### config.mk
export PLATFORM = sky130hd
export DESIGN_NAME = debounce_multi
export DESIGN_NICKNAME = d
export VERILOG_FILES = /design/src/rtl/debounce_pkg.sv /design/src/rtl/debounce_chan.sv /design/src/rtl/debounce_multi.sv
export SDC_FILE = /design/constraint.sdc
export NUM_CORES = 1
export LEC_CHECK = 0
export CAP_MARGIN = 40
export CORE_MARGIN = 2
export CORE_UTILIZATION = 60
export CTS_CLUSTER_DIAMETER = 150
export DETAILED_ROUTE_END_ITERATION = 6
export HOLD_SLACK_MARGIN = 0.05
export PLACE_DENSITY = 0.84
export SYNTH_ARGS = -nofsm -noshare
export SYNTH_HDL_FRONTEND = slang
export SYNTH_SLANG_ARGS = --single-unit
### constraint.sdc
create_clock -name clk -period 2.35 [get_ports clk]
set_input_delay 0.47 -clock clk [delete_from_list [all_inputs] [get_ports clk]]
set_output_delay 0.47 -clock clk [all_outputs]
set_load 0.005 [all_outputs]
### src/rtl/debounce_pkg.sv
// Shared constants, types and helpers for the multi-channel debouncer.
package debounce_pkg;

  localparam int DEF_STABLE_CYCLES = 500000;
  localparam int DEF_SYNC_STAGES   = 2;

  typedef struct packed {
    logic level;
    logic rise;
    logic fall;
  } chan_status_t;

  // Counter width able to hold STABLE_CYCLES-1; never narrower than one bit.
  function automatic int cnt_width(input int stable_cycles);
    return (stable_cycles > 2) ? $clog2(stable_cycles) : 1;
  endfunction

endpackage

### src/rtl/debounce_chan.sv
// One debounce channel: synchroniser chain, stability counter, accepted level
// and registered single-cycle rise/fall pulses.
module debounce_chan
  import debounce_pkg::*;
#(
  parameter int   STABLE_CYCLES = DEF_STABLE_CYCLES,
  parameter int   SYNC_STAGES   = DEF_SYNC_STAGES,
  parameter logic RESET_VAL     = 1'b0
) (
  input  logic         clk,
  input  logic         rst_n,
  input  logic         raw,
  output chan_status_t status
);

  localparam int               CNT_W    = cnt_width(STABLE_CYCLES);
  localparam logic [CNT_W-1:0] CNT_LAST = CNT_W'(STABLE_CYCLES - 1);

  logic [SYNC_STAGES-1:0] sync_q;
  logic                   sync_s;
  logic [CNT_W-1:0]       cnt_q, cnt_d;
  logic                   level_q, level_d;
  logic                   rise_q, rise_d;
  logic                   fall_q, fall_d;

  assign sync_s = sync_q[SYNC_STAGES-1];

  // NOTE: sequential state uses non-blocking assignments so every flop samples
  // the pre-edge values of its neighbours, whatever order the blocks run in.
  always_ff @(posedge clk or negedge rst_n) begin
    if (!rst_n) begin
      sync_q <= {SYNC_STAGES{RESET_VAL}};
    end else begin
      sync_q <= {sync_q[SYNC_STAGES-2:0], raw};
    end
  end

  // NOTE: every output of this block gets a default first, so no path through
  // the if/else can leave a signal unassigned and infer a latch.
  always_comb begin
    cnt_d   = '0;
    level_d = level_q;
    rise_d  = 1'b0;
    fall_d  = 1'b0;
    if (sync_s != level_q) begin
      if (cnt_q == CNT_LAST) begin
        level_d = sync_s;
        rise_d  = sync_s;
        fall_d  = ~sync_s;
      end else begin
        cnt_d = cnt_q + CNT_W'(1);
      end
    end
  end

  // Reset loads the same level as the synchroniser, so release never pulses.
  always_ff @(posedge clk or negedge rst_n) begin
    if (!rst_n) begin
      cnt_q   <= '0;
      level_q <= RESET_VAL;
      rise_q  <= 1'b0;
      fall_q  <= 1'b0;
    end else begin
      cnt_q   <= cnt_d;
      level_q <= level_d;
      rise_q  <= rise_d;
      fall_q  <= fall_d;
    end
  end

  assign status.level = level_q;
  assign status.rise  = rise_q;
  assign status.fall  = fall_q;

endmodule

### src/rtl/debounce_multi.sv
// N-channel debouncer top. Define DEBOUNCE_STICKY_EN to add clr_i/sticky_o,
// a per-channel "rise occurred" flag held until cleared.
module debounce_multi
  import debounce_pkg::*;
#(
  parameter int   CHANNELS      = 4,
  parameter int   STABLE_CYCLES = DEF_STABLE_CYCLES,
  parameter int   SYNC_STAGES   = DEF_SYNC_STAGES,
  parameter logic RESET_VAL     = 1'b0
) (
  input  logic                clk,
  input  logic                rst_n,
  input  logic [CHANNELS-1:0] raw_i,
  output logic [CHANNELS-1:0] level_o,
  output logic [CHANNELS-1:0] rise_o,
  output logic [CHANNELS-1:0] fall_o
`ifdef DEBOUNCE_STICKY_EN
  ,
  input  logic [CHANNELS-1:0] clr_i,
  output logic [CHANNELS-1:0] sticky_o
`endif
);

  chan_status_t status [CHANNELS];

  for (genvar g = 0; g < CHANNELS; g++) begin : g_chan
    debounce_chan #(
      .STABLE_CYCLES(STABLE_CYCLES),
      .SYNC_STAGES  (SYNC_STAGES),
      .RESET_VAL    (RESET_VAL)
    ) u_chan (
      .clk   (clk),
      .rst_n (rst_n),
      .raw   (raw_i[g]),
      .status(status[g])
    );

    assign level_o[g] = status[g].level;
    assign rise_o[g]  = status[g].rise;
    assign fall_o[g]  = status[g].fall;
  end

`ifdef DEBOUNCE_STICKY_EN
  logic [CHANNELS-1:0] sticky_q;

  // A rise pulse sets the flag even when a clear arrives in the same cycle.
  always_ff @(posedge clk or negedge rst_n) begin
    if (!rst_n) begin
      sticky_q <= '0;
    end else begin
      sticky_q <= rise_o | (sticky_q & ~clr_i);
    end
  end

  assign sticky_o = sticky_q;
`endif

endmodule

==> out/qor.yml <==
timing:
  tns_ns: 0
  whs_ns: 0.1520
  setup_viol: 0
  final_hold_viol_count: 0
  max_freq_ghz: 0.4877
  rsz0062_at_grt: "false"
  period_share_pct: 87.26
  finClkSkew_ns: 0.008654
  drv_slew: 0
  finalCriticalPeriod_ns: 2.051
  slew_headroom_pct: 64.61
  worst_pin_slew_ns: 0.5260
cts:
  cts_buffers: 9
  post_cts_resized: 0
  clockBufferDepth: 2
  cts.htree.levels: 3
  cts_tree: "done"
  worstSkewPairLatency_ns: 0.35
  path_clk_slew_ns: 0.09
  cts_root_buf: "clkbuf_8"
  cts_sinks: 96
  postCtsSetupBuffers: 0
  cts_hold_buf: 0
cells_and_area:
  fillers: 550
  final_nets: 469
  utilization_pct: 68.64
  stdcell_count: 563
  num_antenna_cells: 0
  drive_above_1_share_pct: 7.112
  area_growth_pct: 10.34
grt:
  grt_max_degree: 97
  grt_pass1_wl_mm: 13.81
  grt_pass1_vias: 3153
  grt_overflow: 0
  antenna_found_initial: 0
  grt_util_all_layers_pct: 20.56
floorplanning:
  ios: 18
  core.rowCount: 31
  coreArea_um2: 7253
  fp.dieW_um: 90.72
  die_y_um: 90.72
  start_util_pct: 62.20
  die_area_um2: 8229
routing:
  drcViolationCount: 0
  avgRoutedWirePerCell_um: 13.80
  dr_total_vias: 3259
  drt_first_pass_iters: 4
  routed_via_density: 5.789
  totalWireLength_mm: 7.767
  ant_nets: 0
  drt_iter0_drc: 180
setup_path:
  r2r-end: "g_chan[2].u_chan.cnt_q[17]"
  startpoint_type: "register"
  crit_path_end: "g_chan[2].u_chan.cnt_q[17]"
  path_max_fanout: 7
  crit-reg2reg-launch: "g_chan[2].u_chan.cnt_q[5]"
  arrival_ns: 2.33
  path_class: "reg2reg"
  r2r_cells: 4
  endpoint_kind: "register"
  r2r_setup_slack_ns: 0.30
  startpoint: "g_chan[2].u_chan.cnt_q[5]"
  cp.required_ns: 2.63
placed_design:
  io_buffers: 17
  hpwlAfterDp_mm: 5.334
  placed_cells: 547
  gp_congestion: 0.8850
synthesis:
  ys_seq_area_share_pct: 53.24
  avgSynthCellArea_um2: 10.21
  synth_top_area_share_pct: 53.24
  syn_inst: 442
  syn-num-nets: 452
  synth_area_leaders: "dfrtp_1 (53%), xnor2_1 (6.8%), nor2_1 (4.8%), xor2_1 (3.5%), nand4_1 (2.8%)"
  yosys.area.top_type: "dfrtp_1"
  synthDistinctLibCells: 34
  ys_seq_elements: 96
  syn_area_um2: 4512
  synth_warnings: 0
power_and_ir_drop:
  power.total_mw: 2.978
  leakage_nw: 1.985
  ir_worst_vdd_v: 0.0004534
  powerDensity_nw_per_um2: 598.2
run:
  maxCapViolCount: 0
hold_path:
  min_path_type: "in2async"
status:
  status: "finished, final reports clean"
area by class of cell:
cell class	count	area [um2]	share of cell area, %
clock buffers	11	141.4	2.840
clock inverters	5	78.83	1.583
inverters	13	48.80	0.9801
multi-input cells	314	1943	39.03
flip-flops and latches	96	2402	48.25
well taps	99	123.9	2.488
repair buffers	25	240.2	4.825
metrics by stage:
step,instance area (um2),setup WS (ns)
after CTS,4979,0.3112
after detailed placement,4758,0.3246
after global placement,4758,0.4186
after floorplan,4512,0.4575
final,4979,0.2994
after global routing,4979,0.1795
registers in the layout (all words and copies together), names as in the netlist:
name,count
g_chan.u_chan.rise_q,4
g_chan.u_chan.cnt_q,76
g_chan.u_chan.sync_q,8
g_chan.u_chan.level_q,4
g_chan.u_chan.fall_q,4
routing by layer:
| layer | wire [um] | GRT usage (%) | vias up | part of all wire, % |
|---|---|---|---|---|
| met4 | 82 | 6.282 | 0 | 1.1 |
| li1 | - | - | 1581 | - |
| met1 | 3620 | 26.40 | 1614 | 47 |
| met5 | 0 | 0 | - | 0 |
| met3 | 285 | 6.511 | 9 | 3.7 |
| met2 | 3779 | 33.52 | 55 | 49 |
critical path: stages (launching register included):
cell	delay, ns
dfrtp_1	0.50
nand4_4	0.16
or4_1	0.66
or4_1	0.51
a21oi_1	0.15
placed cells by master, fill, tap and decap left out, types with 7 or more instances in the layout:
master	count
nor2_1	58
buf_4	8
inv_1	13
and3_1	7
nand2_1	28
o21ai_0	10
nor3b_1	10
clkbuf_8	10
a21oi_1	18
nand3_1	24
xnor2_1	35
or4_1	14
or3_1	13
clkdlybuf4s50_1	16
nand4_1	20
xor2_1	18
dfrtp_1	96
nor4_1	16
nor3_1	8
cells by family (layout without fill, tap and decap cells):
| family | count (synthesis) | in the layout | synth area share (%) |
|---|---|---|---|
| compound gates | 40 | 40 | 5.158 |
| xor+xnor | 53 | 53 | 10.29 |
| fa+ha+maj | 4 | 4 | 1.109 |
| buf+inv | 32 | 54 | 3.688 |
| flops | 96 | 96 | 53.24 |
| mux | 4 | 4 | 0.9983 |
| simple gates | 213 | 213 | 25.51 |
worst min path at each step:
| stage | startpoint | to | slack [ns] | cells past startpoint |
|---|---|---|---|---|
| after CTS | rst_n | g_chan[1].u_chan.cnt_q[12] | 0.17 | 2 |
| final | rst_n | g_chan[1].u_chan.cnt_q[10] | 0.15 | 2 |
| after global routing | rst_n | g_chan[0].u_chan.cnt_q[9] | 0.18 | 2 |
| after floorplan | rst_n | g_chan[0].u_chan.cnt_q[0] | 0.17 | 0 |
| after global placement | g_chan[1].u_chan.sync_q[0] | g_chan[1].u_chan.sync_q[1] | 0.33 | 0 |
| after detailed placement | g_chan[2].u_chan.sync_q[0] | g_chan[2].u_chan.sync_q[1] | 0.33 | 0 |
synth_stat cells:
master / count
nor3_1: 8
a21boi_0: 1
or4_1: 14
nand3_1: 24
xnor2_1: 35
o31ai_1: 6
and3_1: 7
o21ai_0: 10
nand3b_1: 1
xor2_1: 18
nand4_2: 1
nor4bb_1: 3
dfrtp_1: 96
nand4_4: 1
and4_1: 3
nor4_1: 16
nor3b_1: 10
or2_2: 1
a21oi_1: 18
buf_4: 12
nor4b_1: 1
mux2_2: 4
or3_1: 13
buf_2: 1
and2_1: 4
inv_1: 13
o41ai_2: 1
clkbuf_1: 6
ha_1: 4
a31o_2: 1
o21ai_1: 3
nand2_1: 28
nand4_1: 20
nor2_1: 58
power by group:
part	internal [mW]	switching, mW
combinational	0.0382	0.0677
sequential	1.67	0.0238
clock	0.629	0.545
Note: power is estimated with default switching activity, not from simulation.
